### config.mk
export PLATFORM = sky130hd
export DESIGN_NAME = cmos_pattern_gen_flat
export DESIGN_NICKNAME = d
export VERILOG_FILES = /design/src/rtl/cmos_pattern_gen_if.sv /design/src/rtl/cmos_pattern_gen.sv /design/src/flat_wrapper.sv
export SDC_FILE = /design/constraint.sdc
export NUM_CORES = 1
export LEC_CHECK = 0
export BUFFER_PORTS_ARGS = -buffer_cell sky130_fd_sc_hd__buf_2
export CAP_MARGIN = 10
export CELL_PAD_IN_SITES_DETAIL_PLACEMENT = 1
export CELL_PAD_IN_SITES_GLOBAL_PLACEMENT = 2
export CORE_MARGIN = 2
export CORE_UTILIZATION = 37
export DETAILED_ROUTE_END_ITERATION = 6
export GPL_ROUTABILITY_DRIVEN = 0
export PLACE_DENSITY = 0.81
export RECOVER_POWER = 25
export REMOVE_ABC_BUFFERS = 1
export SLEW_MARGIN = 20
export SYNTH_ARGS = -nofsm -noshare
export SYNTH_HDL_FRONTEND = slang
export SYNTH_SLANG_ARGS = --single-unit
### constraint.sdc
create_clock -name clk -period 4.5 [get_ports clk]
set_input_delay 0.675 -clock clk [delete_from_list [all_inputs] [get_ports clk]]
set_output_delay 0.675 -clock clk [all_outputs]
set_load 0.05 [all_outputs]
### src/rtl/cmos_pattern_gen_if.sv
// Parallel CMOS camera video bus: frame sync, line-valid strobe and data beat.
// The generator drives it through the master modport; a sink uses the slave modport.
interface cmos_pattern_gen_if #(
    parameter int DATA_WIDTH = 8
);
    logic                  cmos_vsync;
    logic                  cmos_href;
    logic [DATA_WIDTH-1:0] cmos_data;

    modport master (output cmos_vsync, output cmos_href, output cmos_data);
    modport slave  (input  cmos_vsync, input  cmos_href, input  cmos_data);
endinterface

### src/rtl/cmos_pattern_gen.sv
// CMOS sensor timing/pattern generator (ramp, checker, constant, optional LFSR noise).
// Define CMOS_PATTERN_NOISE_EN to compile in the noise pattern; otherwise mode 3 gives the ramp.
module cmos_pattern_gen #(
    parameter int   DATA_WIDTH  = 8,
    parameter int   IMG_HDISP   = 640,
    parameter int   BPP         = 2,
    parameter int   IMG_VDISP   = 480,
    parameter int   H_BLANK     = 160,
    parameter int   VSYNC_LINES = 3,
    parameter int   V_BACK      = 17,
    parameter int   V_FRONT     = 10,
    parameter logic VSYNC_VALID = 1'b1
) (
    input  logic                  clk,
    input  logic                  rst_n,
    input  logic                  enable,
    input  logic [1:0]            pattern_mode,
    input  logic [DATA_WIDTH-1:0] const_value,
    cmos_pattern_gen_if.master    video,
    output logic [15:0]           frame_cnt
);
    localparam int H_ACT   = IMG_HDISP * BPP;
    localparam int H_TOTAL = H_ACT + H_BLANK;
    localparam int HW      = (H_TOTAL > 1) ? $clog2(H_TOTAL) : 1;
    localparam int L_MAX_A = (VSYNC_LINES > V_BACK) ? VSYNC_LINES : V_BACK;
    localparam int L_MAX_B = (IMG_VDISP > V_FRONT) ? IMG_VDISP : V_FRONT;
    localparam int L_MAX   = (L_MAX_A > L_MAX_B) ? L_MAX_A : L_MAX_B;
    localparam int LW      = (L_MAX > 1) ? $clog2(L_MAX) : 1;

    localparam logic [HW-1:0] H_LAST   = HW'(H_TOTAL - 1);
    localparam logic [HW-1:0] H_ACT_W  = HW'(H_ACT);
    localparam logic [LW-1:0] VS_LAST  = LW'(VSYNC_LINES - 1);
    localparam logic [LW-1:0] VB_LAST  = LW'(V_BACK - 1);
    localparam logic [LW-1:0] VA_LAST  = LW'(IMG_VDISP - 1);
    localparam logic [LW-1:0] VF_LAST  = LW'(V_FRONT - 1);

    typedef enum logic [2:0] {IDLE, VSYNC, VBACK, ACTIVE, VFRONT} state_t;

    state_t                state_reg, state_next;
    logic [HW-1:0]         h_reg, h_next;
    logic [LW-1:0]         line_reg, line_next;
    logic [LW-1:0]         line_last;
    logic                  frame_done;
    logic                  vsync_entry;
    logic                  href_next;
    logic                  chk_next;
    logic [DATA_WIDTH-1:0] ramp_next;
    logic [DATA_WIDTH-1:0] data_next;
    logic [1:0]            mode_reg;
    logic [DATA_WIDTH-1:0] const_reg;

`ifdef CMOS_PATTERN_NOISE_EN
    localparam logic [15:0] LFSR_SEED = 16'hACE1;
    logic [15:0] lfsr_reg, lfsr_next;
`endif

    // Line/state sequencing: every non-idle state runs whole lines of H_TOTAL cycles.
    always_comb begin
        state_next = state_reg;
        h_next     = h_reg;
        line_next  = line_reg;
        frame_done = 1'b0;
        case (state_reg)
            VSYNC:   line_last = VS_LAST;
            VBACK:   line_last = VB_LAST;
            ACTIVE:  line_last = VA_LAST;
            VFRONT:  line_last = VF_LAST;
            default: line_last = '0;
        endcase
        if (state_reg == IDLE) begin
            h_next    = '0;
            line_next = '0;
            if (enable) state_next = VSYNC;
        end else if (h_reg != H_LAST) begin
            h_next = h_reg + 1'b1;
        end else begin
            h_next = '0;
            if (line_reg != line_last) begin
                line_next = line_reg + 1'b1;
            end else begin
                line_next = '0;
                case (state_reg)
                    VSYNC:   state_next = VBACK;
                    VBACK:   state_next = ACTIVE;
                    ACTIVE:  state_next = VFRONT;
                    default: begin
                        frame_done = 1'b1;
                        state_next = enable ? VSYNC : IDLE;
                    end
                endcase
            end
        end
    end

    // Outputs are derived from the next state/counters so they change together with them.
    always_comb begin
        vsync_entry = (state_next == VSYNC) && (state_reg != VSYNC);
        href_next   = (state_next == ACTIVE) && (h_next < H_ACT_W);
        chk_next    = (((32'(h_next) / 32'(BPP)) & 32'd8) != 32'd0) ^
                      ((32'(line_next) & 32'd8) != 32'd0);
        ramp_next   = DATA_WIDTH'(32'(h_next) + 32'(line_next));
        data_next   = '0;
        if (href_next) begin
            case (mode_reg)
                2'd1:    data_next = {DATA_WIDTH{chk_next}};
                2'd2:    data_next = const_reg;
`ifdef CMOS_PATTERN_NOISE_EN
                2'd3:    data_next = DATA_WIDTH'(lfsr_reg);
`endif
                default: data_next = ramp_next;
            endcase
        end
    end

    always_ff @(posedge clk or negedge rst_n) begin
        if (!rst_n) begin
            state_reg        <= IDLE;
            h_reg            <= '0;
            line_reg         <= '0;
            mode_reg         <= '0;
            const_reg        <= '0;
            frame_cnt        <= '0;
            video.cmos_vsync <= ~VSYNC_VALID;
            video.cmos_href  <= 1'b0;
            video.cmos_data  <= '0;
        end else begin
            state_reg <= state_next;
            h_reg     <= h_next;
            line_reg  <= line_next;
            if (vsync_entry) begin
                mode_reg  <= pattern_mode;
                const_reg <= const_value;
            end
            if (frame_done) frame_cnt <= frame_cnt + 16'd1;
            video.cmos_vsync <= (state_next == VSYNC) ? VSYNC_VALID : ~VSYNC_VALID;
            video.cmos_href  <= href_next;
            video.cmos_data  <= data_next;
        end
    end

`ifdef CMOS_PATTERN_NOISE_EN
    // Galois form of x^16+x^14+x^13+x^11+1, stepping once per emitted beat.
    always_comb begin
        lfsr_next = lfsr_reg;
        if (vsync_entry) lfsr_next = LFSR_SEED;
        else if (href_next) lfsr_next = lfsr_reg[0] ? ((lfsr_reg >> 1) ^ 16'hB400) : (lfsr_reg >> 1);
    end

    always_ff @(posedge clk or negedge rst_n) begin
        if (!rst_n) lfsr_reg <= LFSR_SEED;
        else        lfsr_reg <= lfsr_next;
    end
`endif
endmodule

### src/flat_wrapper.sv
// flat-port wrapper written by rule: the top's interface ports become plain ports
module cmos_pattern_gen_flat 
#(
    parameter int   DATA_WIDTH  = 8,
    parameter int   IMG_HDISP   = 640,
    parameter int   BPP         = 2,
    parameter int   IMG_VDISP   = 480,
    parameter int   H_BLANK     = 160,
    parameter int   VSYNC_LINES = 3,
    parameter int   V_BACK      = 17,
    parameter int   V_FRONT     = 10,
    parameter logic VSYNC_VALID = 1'b1
)
  (clk, rst_n, enable, pattern_mode, const_value, frame_cnt, video_cmos_vsync, video_cmos_href, video_cmos_data);
  cmos_pattern_gen_if #(.DATA_WIDTH(DATA_WIDTH)) video_i ();
  input  logic clk;
  input  logic rst_n;
  input  logic enable;
  input  logic [1:0] pattern_mode;
  input  logic [DATA_WIDTH-1:0] const_value;
  output logic [15:0] frame_cnt;
  output wire logic [$bits(video_i.cmos_vsync)-1:0] video_cmos_vsync;
  output wire logic [$bits(video_i.cmos_href)-1:0] video_cmos_href;
  output wire logic [$bits(video_i.cmos_data)-1:0] video_cmos_data;
  assign video_cmos_vsync = video_i.cmos_vsync;
  assign video_cmos_href = video_i.cmos_href;
  assign video_cmos_data = video_i.cmos_data;
  cmos_pattern_gen #(.DATA_WIDTH(DATA_WIDTH), .IMG_HDISP(IMG_HDISP), .BPP(BPP), .IMG_VDISP(IMG_VDISP), .H_BLANK(H_BLANK), .VSYNC_LINES(VSYNC_LINES), .V_BACK(V_BACK), .V_FRONT(V_FRONT), .VSYNC_VALID(VSYNC_VALID)) u_core (.clk(clk), .rst_n(rst_n), .enable(enable), .pattern_mode(pattern_mode), .const_value(const_value), .video(video_i), .frame_cnt(frame_cnt));
endmodule
== Yosys cells after proc, flatten, opt, wreduce, memory -nomap -nowiden ==
Cells that the tools add are included.

* Bits of input ports: 13
* Flip-flop bits (word level): 59
* Bits in read-only memories: 0
* Memory bits (writable): 0
* Bits in latches: 0
* Memories: 0
* Word-level logic and storage cells: 49
* Output and inout bits: 26

* Bitwise logic cells: 1
* Shift operators: 0
* Order comparisons: 1
* Eq/ne operators: 11
* Reductions and logical operators: 4
* Multipliers: 0
* Multiplexer cells: 19
* Div/mod/pow operators: 0
* Add/subtract/negate cells: 4

{| class="wikitable"
|+ Operators by type and width
! kind !! count
|-
| 9-bit one-hot mux with 4 select lines || 1
|-
| 9-bit two-way mux || 3
|-
| 11-bit two-way mux || 2
|-
| 16-bit by 1-bit adder with 16-bit output, second input constant || 1
|-
| 8-bit one-hot mux with 2 select lines || 1
|-
| 3-bit two-way mux || 4
|-
| 11-bit by 1-bit adder with 11-bit output, second input constant || 1
|-
| 11-bit less-than comparator, second input constant || 1
|-
| 11-bit != test, second input constant || 1
|-
| 9-bit by 1-bit adder with 9-bit output, second input constant || 1
|-
| 3-bit by 2-bit equality test with 1-bit output, second input constant || 3
|-
| 9-bit != test || 1
|-
| 3-bit one-hot mux with 3 select lines || 1
|-
| 8-bit adder || 1
|-
| 8-bit two-way mux || 1
|-
| 3-bit by 1-bit equality test with 1-bit output, second input constant || 2
|-
| 1-bit two-way mux || 6
|-
| 3-bit equality test, second input constant || 1
|-
| 3-bit logical NOT || 1
|-
| 3-bit by 1-bit != test with 1-bit output, second input constant || 1
|-
| 3-bit OR reduction || 1
|-
| 2-bit by 1-bit equality test with 1-bit output, second input constant || 1
|-
| 2-bit equality test, second input constant || 1
|-
| 1-bit logical AND || 2
|-
| 1-bit XOR || 1
|}

== Logic depth before layout (Yosys ltp) ==
* Word-level depth: 9
* Gate-level depth with buffers: 16

== Worst setup path before layout ==
Ideal clock, no wire load.

* Kind: reg-to-reg
* Start point: register u_core.state_reg[0]
* End point: register u_core.video.cmos_data[6]
* Slack: 0.930 ns
* Data arrival time: 3.466 ns
* Cell stages (with the launch flop): 15
* Period minus slack after synthesis: 3.570 ns
* Data required time: 4.396 ns
* Path through: dfrtp_1 -> and3b_1 -> or4_4 -> a2111oi_4 -> nand3_1 -> nand2_1 -> nor2_1 -> ha_1 -> fa_1 -> a21o_1 -> a21oi_1 -> o21bai_1 -> a21oi_1 -> xor2_1 -> a221oi_1

* Word-level cells in the longest chain between the ends: 9
* Elaborated cells between the ends (all ways): 23
* Classes of those cells: add/sub: 1; order compare: 1; eq/ne: 6; mux: 12; bitwise: 1; reduce/logical: 2

{| class="wikitable"
|+ RTL lines
! what !! line !! RTL
|-
| start, declared || cmos_pattern_gen.sv:39 || <nowiki>state_t state_reg, state_next;</nowiki>
|-
| start signal, assigned || cmos_pattern_gen.sv:127 || <nowiki>state_reg <= state_next;</nowiki>
|-
| 3-bit equality test, or another cell as far along || cmos_pattern_gen.sv:63 || <nowiki>case (state_reg)</nowiki>
|-
| 9-bit one-hot mux with 4 select lines || cmos_pattern_gen.sv:63 ||
|-
| 9-bit != test || cmos_pattern_gen.sv:78 || <nowiki>if (line_reg != line_last) begin</nowiki>
|-
| 9-bit two-way mux || cmos_pattern_gen.sv:78 ||
|-
| 9-bit two-way mux || cmos_pattern_gen.sv:74 || <nowiki>end else if (h_reg != H_LAST) begin</nowiki>
|-
| 9-bit two-way mux (*) || cmos_pattern_gen.sv:70 || <nowiki>if (state_reg == IDLE) begin</nowiki>
|-
| net u_core.line_next[0] || cmos_pattern_gen.sv:41 || <nowiki>logic [LW-1:0] line_reg, line_next;</nowiki>
|-
| 8-bit adder (*) || cmos_pattern_gen.sv:101 || <nowiki>ramp_next = DATA_WIDTH'(32'(h_next) + 32'(line_next));</nowiki>
|-
| 8-bit one-hot mux with 2 select lines (*) || cmos_pattern_gen.sv:104 || <nowiki>case (mode_reg)</nowiki>
|-
| 8-bit two-way mux (*) || cmos_pattern_gen.sv:103 || <nowiki>if (href_next) begin</nowiki>
|-
| net u_core.data_next[6] || cmos_pattern_gen.sv:48 || <nowiki>logic [DATA_WIDTH-1:0] data_next;</nowiki>
|-
| end signal, assigned || cmos_pattern_gen.sv:137 || <nowiki>video.cmos_data <= data_next;</nowiki>
|-
| end, declared || cmos_pattern_gen_if.sv:10 || <nowiki>modport master (output cmos_vsync, output cmos_href, output cmos_data);</nowiki>
|}

Mark *: on every way through the listed nets, which the timed path passes. The rest lies on a longest branch.
A chain may end at the register's enable or synchronous reset.

== Worst setup path after layout ==
* Start point: register u_core.state_reg[2]
* End point: register u_core.video.cmos_data[6]

Same word-level chain as after synthesis.

==> flow_metrics.py <==
metrics = {
    "setup_path": {
        "arrival_ns": 4.40,
        "reg2reg_depth": 14,
        "cp_max_fo": 13,
        "path_class": "reg2reg",
        "crit_path_start_kind": "flop",
        "endpoint_kind": "flop",
        "required_ns": 4.73,
    },
    "logic_synthesis": {
        "synthMuxAreaShare_pct": 3.951,
        "synthSimpleGateAreaFrac_pct": 19.11,
        "async_reset_ff_share_pct": 100.0,
        "seq_area_frac_synth_pct": 47.09,
        "netlist_area_sq_um": 3136,
        "synth_top_family_by_area": "simple AND/OR/NAND/NOR gates",
        "postSynthAreaPerCell_sq_um": 10.21,
        "ys_ff_latch": 59,
        "synth_adder_area_share_pct": 5.427,
        "netlist_instances": 307,
        "synth_xor_area_share_pct": 11.05,
        "synth_cell_type_count": 47,
        "yosysWarnings": 0,
        "synth_ff_type": "dfrtp_1",
        "synth_compound_area_share_pct": 9.976,
        "synth_edf_count": 0,
    },
    "clocking": {
        "numCtsBuffers": 9,
        "cts-root-buf": "clkbuf_8",
        "clkSlewWorstSetupHoldPaths_ns": 0.07,
        "cts_tree": "yes",
        "cts.sinks": 59,
        "cts_max_path_buffers": 2,
        "cts.htree.levels": 3,
        "insertion_delay_ns": 0.34,
        "post_cts_buffers": 0,
    },
    "global_routing": {
        "track_usage_pct": 18.29,
        "top_usage_layer": "met2",
        "grt_max_degree": 60,
        "met1_usage_pct": 25.00,
        "grt_pass1_wl_um": 12760,
        "use_met2_pct": 28.70,
        "antenna_found_initial": 0,
        "first_global_vias": 2533,
        "grtUsageMet3_pct": 4.464,
        "globalRouteOverflowTotal": 0,
    },
    "placed_design": {
        "io_buffers": 38,
        "dpl.hpwl_um": 5484,
    },
    "run_status": {
        "violations": "capacitance limit, slew limit",
        "outcome": "complete, but fails checks",
    },
    "drt": {
        "totalWireLength_um": 7516,
        "ant_nets": 0,
        "drc": 0,
        "vias": 2379,
        "drtIter0Drc": 66,
        "wire_per_inst_um": 16.37,
        "firstDrtPassIters": 4,
        "viasPerCell": 5.183,
    },
    "die": {
        "initial_utilization_pct": 38.16,
        "die_h_um": 96.06,
        "core_area_sq_um": 8217,
        "die_area_sq_um": 9227,
        "ios": 39,
        "die_w_um": 96.06,
        "rows": 33,
    },
    "min_path": {
        "holdCritPathClass": "reg2reg",
        "holdPathStages": 1,
    },
    "pwr": {
        "peakVddDrop_v": 0.0002370,
        "leakage_nw": 1.725,
        "p_per_area_nw_per_um2": 393.1,
    },
    "finish": {
        "drive_gt1_share_pct": 20.06,
        "layout.core_utilization_pct": 44.57,
        "antenna_cells": 0,
        "num-fill-cells": 944,
        "largest_reg_flops": 16,
        "mostFrequentLayoutCells": "dfrtp_1, buf_2, nand2_1",
        "layout.nets": 375,
        "syn2layout_area_growth_pct": 16.80,
        "final_common_cell": "dfrtp_1",
    },
    "timing": {
        "min_period_over_period_pct": 92.56,
        "fin_setup_tns_ns": 0,
        "timing_hold_violations_final": 0,
        "whs_ns": 0.4739,
        "slew_headroom_pct": -110.3,
        "fin_worst_skew_ns": 0.007126,
        "rsz0062_at_grt": "false",
        "worst_slew_pin_slew_ns": 3.154,
        "setup_violations": 0,
        "fmax_mhz": 240.1,
        "fin_crit_ns": 4.165,
        "finalMaxSlewViolations": 60,
    },
    "run": {
        "max_cap_viol_count": 1,
    },
}
cell families after synthesis:
| group | after synthesis |
|---|---|
| DFF | 59 |
| xor gates and xnor gates | 38 |
| muxes | 11 |
| buffers and inverters | 27 |
| and+or+nand+nor | 118 |
| adders and majority gates | 13 |
| AOI/OAI and AO/OA | 41 |
synth_stat cells, types with 2 or more instances:
cell type	n	area (sq um)
dfrtp_1	59	1476
nand2_1	32	120.1
nor2_1	30	112.6
xnor2_1	27	236.5
inv_1	18	67.56
nand3_1	18	90.09
ha_1	12	150.1
mux2_2	10	112.6
xor2_1	10	87.58
a21oi_1	8	40.04
a221oi_1	8	70.07
nand4_1	8	50.05
o21ai_0	8	40.04
and3_1	5	31.28
clkbuf_1	5	18.77
a31oi_1	4	25.02
nor3_1	4	20.02
or3_1	4	25.02
nand2b_1	3	18.77
and2_1	2	12.51
and3b_1	2	17.52
and4_1	2	17.52
buf_1	2	7.510
nor4_1	2	12.51
o21bai_1	2	15.01
final cells by class:
class	instances	area (sq um)	area share [%]
multi-input combinational	221	1558	42.53
timing repair buffer	40	201.4	5.501
clock buffer	12	155.1	4.236
clock inverter	4	72.57	1.982
inverter	18	67.56	1.845
sequential	59	1476	40.31
tap	105	131.4	3.587
final timing paths:
path	start	endpoint	slack, ns
max	u_core.state_reg[2]	u_core.video.cmos_data[6]	0.33
min	u_core.frame_cnt[15]	u_core.frame_cnt[15]	0.47
max reg2reg	u_core.state_reg[2]	u_core.video.cmos_data[6]	0.33
min reg2reg	u_core.frame_cnt[15]	u_core.frame_cnt[15]	0.47
max in group asynchronous	rst_n	u_core.video.cmos_vsync	1.25
min in group asynchronous	rst_n	u_core.const_reg[4]	1.47
where the power goes:
group / total (W) / internal [W] / switching [W]
combinational: 0.000262 / 0.000106 / 0.000156
sequential: 0.000622 / 0.000573 / 0.0000486
clock: 0.000556 / 0.000341 / 0.000214
total: 0.00144 / 0.00102 / 0.000419
metrics by stage:
step	power [W]	setup slack (ns)	std cells	cell area, sq um
after floorplan	0.0008125	0.7966	298	3097
after global placement	0.0008912	0.4802	443	3433
after detailed placement	0.0008948	0.2877	443	3433
after CTS	0.001457	0.2458	459	3661
after global routing	0.001523	0.006916	459	3662
final	0.001440	0.3349	459	3662
worst max-delay path, cell delays in order (launching register included):
cell and delay (ns):
dfrtp_1 0.54, and3b_1 0.26, or4_4 0.44, a2111oi_4 0.49, nand3_2 0.24, nand2_1 0.24
nor2_1 0.10, ha_1 0.23, fa_1 0.42, a21o_1 0.19, a21oi_1 0.26, o21bai_1 0.10
a21oi_1 0.17, xor2_1 0.09, a221oi_1 0.29
layer usage:
metal | part of all wire, % | wire length (um)
met1 | 48 | 3586
met2 | 47 | 3566
met3 | 3.8 | 284
met4 | 1.0 | 78
met5 | 0 | 0
repair_timing:
item	in CTS	in global routing
endpoints found under the hold margin	0	0
setup endpoints to repair	0	2
hold buffers	0	0
resized for setup	0	1
Power figures use the tool's default switching activity.
